File: config.mk
export PLATFORM = sky130hd
export DESIGN_NAME = fpu_ss_wb_arbiter
export DESIGN_NICKNAME = d
export VERILOG_FILES = /design/src/rtl/fpu_ss_wb_arbiter.sv
export SDC_FILE = /design/constraint.sdc
export NUM_CORES = 1
export LEC_CHECK = 0
export BUFFER_PORTS_ARGS = -buffer_cell sky130_fd_sc_hd__buf_2
export CORE_MARGIN = 5
export CORE_UTILIZATION = 59
export CTS_BUF_LIST = sky130_fd_sc_hd__clkbuf_4 sky130_fd_sc_hd__clkbuf_8
export DETAILED_ROUTE_END_ITERATION = 6
export PLACE_DENSITY_LB_ADDON = 0.1
export RECOVER_POWER = 100
export SYNTH_ARGS = -nofsm -noshare
export SYNTH_HDL_FRONTEND = slang
export SYNTH_SLANG_ARGS = --single-unit
export TNS_END_PERCENT = 20
File: constraint.sdc
create_clock -name clk_i -period 8.38 [get_ports clk_i]
set_input_delay 0.419 -clock clk_i [delete_from_list [all_inputs] [get_ports clk_i]]
set_output_delay 0.419 -clock clk_i [all_outputs]
set_load 0.1 [all_outputs]
File: src/rtl/fpu_ss_wb_arbiter.sv
// FPR write-port arbiter between FPnew results and memory load results.
// Loads have priority; a starving FPU result can override once the load buffer has room.
module fpu_ss_wb_arbiter #(
  parameter int FLEN          = 32,
  parameter int MEM_BUF_DEPTH = 2,
  parameter int MAX_STARVE    = 4
) (
  input  logic            clk_i,
  input  logic            rst_ni,
  input  logic            fpu_wb_valid_i,
  output logic            fpu_wb_ready_o,
  input  logic [4:0]      fpu_wb_addr_i,
  input  logic [FLEN-1:0] fpu_wb_data_i,
  input  logic            mem_wb_valid_i,
  input  logic            mem_wb_we_i,
  input  logic [4:0]      mem_wb_addr_i,
  input  logic [FLEN-1:0] mem_wb_data_i,
  output logic            fpr_we_o,
  output logic [4:0]      fpr_waddr_o,
  output logic [FLEN-1:0] fpr_wdata_o,
  output logic            wb_src_o,
  output logic [2:0]      mem_buf_cnt_o,
  output logic            mem_buf_full_o
);

  localparam int SW = $clog2(MAX_STARVE + 1);
  localparam logic [2:0]    DEPTH_C      = 3'(MEM_BUF_DEPTH);
  localparam logic [SW-1:0] STARVE_MAX_C = SW'(MAX_STARVE);

  // Shift-register FIFO: entry 0 is always the head.
  logic [4:0]      r_buf_addr [MEM_BUF_DEPTH];
  logic [FLEN-1:0] r_buf_data [MEM_BUF_DEPTH];
  logic [4:0]      w_nxt_addr [MEM_BUF_DEPTH];
  logic [FLEN-1:0] w_nxt_data [MEM_BUF_DEPTH];
  logic [2:0]      r_cnt;
  logic [2:0]      w_cnt_nxt;
  logic [2:0]      w_tail;
  logic [SW-1:0]   r_starve;

  logic w_in_load;
  logic w_mem_pending;
  logic w_override;
  logic w_fpu_grant;
  logic w_mem_grant;
  logic w_pop;
  logic w_push;

  assign w_in_load      = mem_wb_valid_i & mem_wb_we_i;
  assign w_mem_pending  = (r_cnt != 3'd0) | w_in_load;
  assign w_override     = (r_starve == STARVE_MAX_C) & (r_cnt < DEPTH_C);
  assign fpu_wb_ready_o = ~w_mem_pending | w_override;
  assign w_fpu_grant    = fpu_wb_valid_i & fpu_wb_ready_o;
  assign w_mem_grant    = w_mem_pending & ~w_override;
  assign w_pop          = w_mem_grant & (r_cnt != 3'd0);
  // The incoming load is consumed only when it bypasses an empty buffer.
  assign w_push         = w_in_load & ~(w_mem_grant & (r_cnt == 3'd0));

  assign mem_buf_cnt_o  = r_cnt;
  assign mem_buf_full_o = (r_cnt == DEPTH_C);

  always_comb begin
    fpr_we_o    = 1'b0;
    wb_src_o    = 1'b0;
    fpr_waddr_o = 5'd0;
    fpr_wdata_o = '0;
    if (w_fpu_grant) begin
      fpr_we_o    = 1'b1;
      fpr_waddr_o = fpu_wb_addr_i;
      fpr_wdata_o = fpu_wb_data_i;
    end else if (w_mem_grant) begin
      fpr_we_o = 1'b1;
      wb_src_o = 1'b1;
      if (r_cnt != 3'd0) begin
        fpr_waddr_o = r_buf_addr[0];
        fpr_wdata_o = r_buf_data[0];
      end else begin
        fpr_waddr_o = mem_wb_addr_i;
        fpr_wdata_o = mem_wb_data_i;
      end
    end
  end

  always_comb begin
    w_nxt_addr = r_buf_addr;
    w_nxt_data = r_buf_data;
    if (w_pop) begin
      for (int i = 0; i < MEM_BUF_DEPTH - 1; i++) begin
        w_nxt_addr[i] = r_buf_addr[i+1];
        w_nxt_data[i] = r_buf_data[i+1];
      end
    end
    // Tail slot is computed after the shift so pop+push at full keeps order.
    w_tail = r_cnt - {2'b00, w_pop};
    for (int i = 0; i < MEM_BUF_DEPTH; i++) begin
      if (w_push && (w_tail == 3'(i))) begin
        w_nxt_addr[i] = mem_wb_addr_i;
        w_nxt_data[i] = mem_wb_data_i;
      end
    end
    w_cnt_nxt = r_cnt + {2'b00, w_push} - {2'b00, w_pop};
  end

  always_ff @(posedge clk_i or negedge rst_ni) begin
    if (!rst_ni) begin
      r_cnt    <= 3'd0;
      r_starve <= '0;
      for (int i = 0; i < MEM_BUF_DEPTH; i++) begin
        r_buf_addr[i] <= 5'd0;
        r_buf_data[i] <= '0;
      end
    end else begin
      r_cnt      <= w_cnt_nxt;
      r_buf_addr <= w_nxt_addr;
      r_buf_data <= w_nxt_data;
      if (fpu_wb_valid_i && !fpu_wb_ready_o) begin
        if (r_starve != STARVE_MAX_C) r_starve <= r_starve + 1'b1;
      end else begin
        r_starve <= '0;
      end
    end
  end

  a_no_overflow: assert property (@(posedge clk_i) disable iff (!rst_ni)
    !(w_push && !w_pop && (r_cnt == DEPTH_C)));

endmodule

==> flow_metrics.tcl, run 1 <==
set metrics [dict create \
    drtPass1Iterations 4 \
    finalClockSkew_ns 0.0123 \
    ios 123 \
    synth-xor-area-share_pct 0.907 \
    maxCapViolCount 4 \
    dpl.hpwl_um 6790 \
    crit_family "simple AND/OR/NAND/NOR gates" \
    setup_violations 0 \
    synthTopCellsByArea "dfrtp_1 (43%), mux2_2 (17%), mux2_4 (9.6%)" \
    globalRouteOverflowTotal 0 \
    fin_nets 572 \
    worst_path_max_delay_cell "nor2b_1" \
    synth_top_family_by_area "multiplexers" \
    rr_endpoint "r_buf_data[8]" \
    clockBufferDepth 2 \
    finalHoldViolations 0 \
    period_minus_slack_ns 5.56 \
    cts-resized-gates 0 \
    die_x_um 99.1 \
    area_delta_synth_final_pct 13.8 \
    grt_usage_pct 22.3 \
    synth_enable_flop_cells 0 \
    h-tree-depth 3 \
    crit_buf_inv 1 \
    rows 32 \
    cts_made_buffers 9 \
    root_buffer "clkbuf_8" \
    drtAntennaViolNets 0 \
    violations "capacitance limit, slew limit" \
    drt-wirelength-per-cell_um 17.9 \
    first_iter_violations 159 \
    viasPerCell 5.76 \
    grt_pass1_wl_um 17700 \
    yosys.cell_types.count 36 \
    r2r_setup_slack_ns 3.22 \
    synth-simple-area-share_pct 8.11 \
    crit_path_end_kind "output pin" \
    min_from "mem_wb_data_i[30]" \
    start_kind "flop" \
    diodes 0 \
    holdPathEnd "r_buf_data[30]" \
    critPathKind "flop to output pin" \
    slew-limit-headroom_pct -179 \
    synth_compound_area_share_pct 11.9 \
    syn-mean-instance-area_um2 12.2 \
    antenna_found_initial 0 \
    grt_pass1_vias 3663 \
    tightest_slew_ns 4.19 \
    post-route-period-util_pct 66.4 \
    finalSetupTns_ns 0 \
    yosys_register_bits 80 \
    cts_setup_buffers 0 \
    clkLatencyLatePin_ns 0.35 \
    yosysWarnings 0 \
    status "complete, but fails checks" \
    grt_max_degree 81 \
    required_ns 7.96 \
    clock.fmax_ghz 0.180 \
    path_clk_slew_ns 0.08 \
    start_util_pct 60.7 \
    core-area_um2 7730 \
    r2r_cells 10 \
    synth.mux.area_fraction_pct 29.3 \
    worst-path-stages 5 \
    arrival_ns 5.14 \
    path_cells "or3_1, o21a_1, nor2b_1, o2bb2ai_1, buf_2" \
    syn-cell-area_um2 4690 \
    die_area_um2 9830 \
    async_reset_ff_share_pct 100 \
    grt_setup_unrepaired "false" \
    synth_area_leader_cell "dfrtp_1" \
    drt_wl_total_um 10600 \
    port_buffers 122 \
    r2r_start "mem_buf_cnt_o[1]" \
    hold_path.class "input port to flop" \
    yosys.area.top_type_share_pct 42.7 \
    cts_tree "done" \
    syn-num-nets 468 \
    fillerInstances 627 \
    crit_path_max_fanout 39 \
    fin_area_um2 5340 \
    place_area_um2 5250 \
    cts_hold_buf 0 \
    drive_gt1_share_pct 43.1 \
    synth_ff_type "dfrtp_1" \
    seq_area_frac_synth_pct 42.7 \
    clock_sinks 80 \
    drc 0 \
    slew_viol_final 198 \
    whs_path_depth 2 \
    slowest_delay_ns 2.14 \
    die_h_um 99.1 \
    synthAdderAreaFrac_pct 1.76 \
    vias 3422 \
    place_congestion 0.784 \
    netlist_instances 383 \
]
logic make-up after synthesis:
logic type,after synthesis
multiplexers,112
AO/OA/AOI/OAI,79
XOR/XNOR,4
AND/OR/NAND/NOR,62
flip-flops,80
adder cells (fa/ha/maj),6
buffers and inverters,40
worst register-to-register path: cells and delay by family, from the launching register on:
family,cells,cell delay [ns]
buf+inv,2,1.82
mux,1,0.46
fa+ha+maj,2,0.51
compound gates,2,0.27
simple gates,3,1.51
flops,1,0.47
cell usage in the layout, fill, tap and decap left out, types with 2 or more instances in the layout:
master / instances
dfrtp_1: 80
xnor2_1: 2
mux2_1: 37
buf_4: 2
clkbuf_4: 3
a21oi_1: 38
inv_1: 7
bufinv_16: 2
nand3_1: 2
o2bb2ai_1: 37
mux2_4: 3
nor2b_1: 2
clkbuf_8: 10
buf_2: 114
and3_1: 38
mux2_2: 71
nor3_1: 2
nand2_1: 5
ha_1: 5
nor2_1: 5
clkbuf_1: 10
layer usage:
layer  global-route usage, %  up-vias  wire, um
li1                        -     1621         -
met3                    5.68       10       617
met5                       0        -         0
met4                    5.36        0        96
met2                    37.5       82      5280
met1                    29.0     1709      4630
metrics by stage:
step / util (%) / setup WS, ns / hold WS (ns) / cells
after floorplan: - / 4.31 / 0.123 / 383
after global placement: 67.9 / 4.79 / 0.461 / 578
after detailed placement: 67.9 / 4.68 / 0.474 / 578
after CTS: 70.8 / 4.63 / 0.258 / 594
after global routing: 69.1 / 2.44 / 0.289 / 594
final: 69.1 / 2.82 / 0.300 / 594
layout make-up:
| cell class | instances | area [um^2] | share of cell area (%) |
|---|---|---|---|
| Multi-Input combinational cell | 263 | 2330 | 43.7 |
| Clock inverter | 3 | 65.1 | 1.22 |
| Clock buffer | 13 | 160 | 3.00 |
| Tap cell | 102 | 128 | 2.39 |
| Timing Repair Buffer | 126 | 623 | 11.7 |
| Inverter | 7 | 26.3 | 0.492 |
| Sequential cell | 80 | 2000 | 37.5 |
cell usage after synthesis (2+ instances only):
| library cell | count |
|---|---|
| nor3_1 | 2 |
| a21oi_1 | 38 |
| nand3_1 | 2 |
| inv_1 | 7 |
| o2bb2ai_1 | 37 |
| clkbuf_1 | 17 |
| and3_1 | 38 |
| nand2_1 | 5 |
| mux2_1 | 10 |
| ha_1 | 5 |
| mux2_4 | 30 |
| mux2_2 | 71 |
| buf_6 | 13 |
| buf_2 | 2 |
| xnor2_1 | 2 |
| dfrtp_1 | 80 |
| nor2_1 | 5 |
worst max-delay path by stage:
stage,from,endpoint,slack (ns)
after floorplan,mem_buf_cnt_o[1],fpr_wdata_o[17],4.31
after global placement,mem_buf_cnt_o[1],r_buf_data[63],4.79
after detailed placement,mem_buf_cnt_o[1],r_buf_data[63],4.68
after CTS,mem_buf_cnt_o[0],fpr_wdata_o[12],4.63
after global routing,mem_buf_cnt_o[0],fpr_wdata_o[17],2.44
final,mem_buf_cnt_o[0],fpr_wdata_o[12],2.82
flip-flops by register name, summed over array words and instances, names as in the netlist:
signal and flops:
mem_buf_cnt_o 3, r_buf_addr 10, r_buf_data 64, r_starve 3
Power of run 1 is not shown: default switching activity piles up to over one toggle a cycle in this logic, so the estimate is an artifact.
==> run 2, diff against run 1 <==
- ABC_AREA: not set -> 1
- CORE_UTILIZATION: 59 -> 55
- clock period: 8.38 -> 5.5 ns (I/O delays scaled with it)
==> run 2 against run 1 <==
The flow now finishes without violations. Critical path type unchanged. Highest routed layer unchanged. Register-to-register slack got worse by 1.8 ns. Critical endpoint is now fpr_wdata_o[7]. Worst hold slack got worse by 0.22 ns. Clock skew fell by 0.0024 ns. Via count up 37%. Cell count rose by 51%. Synthesized area up 1.8%.
==> flow_metrics.tcl, run 2 <==
set metrics [dict create \
    final_cell_mix "nand2_1 (196), nand3_1 (152), buf_2 (116)" \
    clockBufferDepth 2 \
    yosys.cell_types.count 23 \
    drtPass1Iterations 5 \
    arrival_ns 3.89 \
    ios 123 \
    grt_pass1_wl_um 20300 \
    fin_nets 873 \
    setup_violations 0 \
    yosysMostFrequentCell "nand2_1" \
    drc 0 \
    area_delta_synth_final_pct 15.9 \
    die_area_um2 10600 \
    clkLatencyLatePin_ns 0.34 \
    status "finished, final reports clean" \
    seq_area_frac_synth_pct 41.9 \
    rr_endpoint "r_buf_data[59]" \
    crit_path_max_fanout 38 \
    yosys-top-cells-count "nand2_1 (198), nand3_1 (152), inv_1 (86)" \
    crit_path_end_kind "output pin" \
    syn-cell-area_um2 4770 \
    die_x_um 103 \
    async_reset_ff_share_pct 100 \
    start_kind "flop" \
    regMostFlops "r_buf_data" \
    r2r_cells 14 \
    drive_gt1_share_pct 18.0 \
    grt_setup_unrepaired "false" \
    viasPerCell 5.23 \
    antenna_found_initial 0 \
    fin_area_um2 5530 \
    drt_wl_total_um 12000 \
    start_util_pct 55.6 \
    largest_reg_flops 64 \
    first_iter_violations 350 \
    fin_cells 899 \
    place_area_um2 5320 \
    place_congestion 0.770 \
    dpl.cell_count 884 \
    synthTopCellsByArea "dfrtp_1 (42%), nand3_1 (16%), nand2_1 (16%)" \
    r2r_start "mem_buf_cnt_o[1]" \
    cts_setup_buffers 0 \
    period_minus_slack_ns 4.16 \
    yosysWarnings 0 \
    r2r_setup_slack_ns 1.41 \
    yosys_register_bits 80 \
    globalRouteOverflowTotal 0 \
    finalClockSkew_ns 0.00988 \
    finalSetupTns_ns 0 \
    h-tree-depth 3 \
    finalHoldViolations 0 \
    slew_viol_final 0 \
    die_h_um 103 \
    netlist_instances 701 \
    core-area_um2 8590 \
    vias 4703 \
    drt-wirelength-per-cell_um 13.4 \
    critPathKind "flop to output pin" \
    cts_tree "done" \
    grt_usage_pct 23.5 \
    path_clk_slew_ns 0.08 \
    hold_path.class "input port to async pin" \
    port_buffers 122 \
    tightest_slew_ns 1.28 \
    syn-mean-instance-area_um2 6.81 \
    synth_enable_flop_cells 0 \
    clock_sinks 80 \
    cts_hold_buf 0 \
    post-route-period-util_pct 75.7 \
    diodes 0 \
    drtAntennaViolNets 0 \
    required_ns 5.22 \
    syn-num-nets 786 \
    biggestRegsByFlops "r_buf_data x64, r_buf_addr x10" \
    grt_max_degree 81 \
    cts_made_buffers 9 \
    clock.fmax_ghz 0.240 \
    root_buffer "clkbuf_8" \
    cts-resized-gates 0 \
    grt_pass1_vias 4500 \
    dpl.hpwl_um 7500 \
    yosys.area.top_type_share_pct 41.9 \
    synth_area_leader_cell "dfrtp_1" \
    slew-limit-headroom_pct 14.7 \
    setup.worst_path.start "mem_buf_cnt_o[1]" \
    maxCapViolCount 0 \
    final_common_cell "nand2_1" \
    rows 34 \
    synth_ff_type "dfrtp_1" \
]
run 2: changes by cell type in the layout (fill, tap and decap cells not counted), sizes merged, moves of 6 or more:
cell     change
inv         +80
nand3      +150
nor2        +36
o21ai       +74
o2bb2ai     -37
buf          +6
and3        -38
a21oi       -36
nand2      +193
clkbuf       -7
mux2       -111
run 2: layout make-up:
cell class,instances,area [um^2]
clock buffer,10,138
inverter,87,327
sequential,80,2000
fill,808,3060
multi-input combinational,482,2200
clock inverter,4,70.1
tap,108,135
timing repair buffer,128,662
run 2: cell families (layout without fill, tap and decap cells):
family                     count (synthesis)  count (layout)  share of synthesized area, %
AOI/OAI and AO/OA                         77              77                          8.12
xor gates and xnor gates                   3               3                         0.550
adders and majority gates                  6               6                          1.73
buffers and inverters                    139             229                          12.2
DFF                                       80              80                          41.9
and+or+nand+nor                          396             396                          35.4
run 2: how the worst max path moves through the flow:
stage          slack, ns             end  cells past startpoint
2_1_floorplan       1.97  mem_buf_full_o                      2
3_3_place_gp        1.69   r_buf_addr[8]                     13
3_5_place_dp        1.53  r_buf_data[43]                     13
4_1_cts             1.48  r_buf_data[58]                     13
5_1_grt             0.97  fpr_wdata_o[7]                     10
6_report            1.34  fpr_wdata_o[7]                     10
run 2: metrics by stage:
stage | setup slack, ns | util [%] | hold WS (ns)
2_1_floorplan | 1.97 | - | -0.0206
3_3_place_gp | 1.69 | 61.9 | 0.469
3_5_place_dp | 1.53 | 61.9 | 0.474
4_1_cts | 1.48 | 64.3 | 0.131
5_1_grt | 0.965 | 64.4 | 0.189
6_report | 1.34 | 64.4 | 0.0827
run 2: critical path, stage by stage, from the launching register on:
cell,delay (ns)
dfrtp_1,0.41
inv_1,0.16
ha_1,0.20
nand3_1,0.17
nand2_1,0.12
nand2_1,0.41
buf_4,0.42
inv_1,0.86
nand3_1,0.20
nand2_1,0.15
buf_2,0.43
run 2: routing by layer:
metal | vias to the layer above | track usage, % | share of wire, % | routed length [um]
met5 | - | 0 | 0 | 0
met4 | 0 | 6.47 | 0.97 | 116
met3 | 10 | 2.82 | 6.2 | 749
met2 | 141 | 39.9 | 46 | 5510
met1 | 2167 | 31.9 | 47 | 5630
li1 | 2385 | - | - | -
Power of run 2 is left out for the same reason.
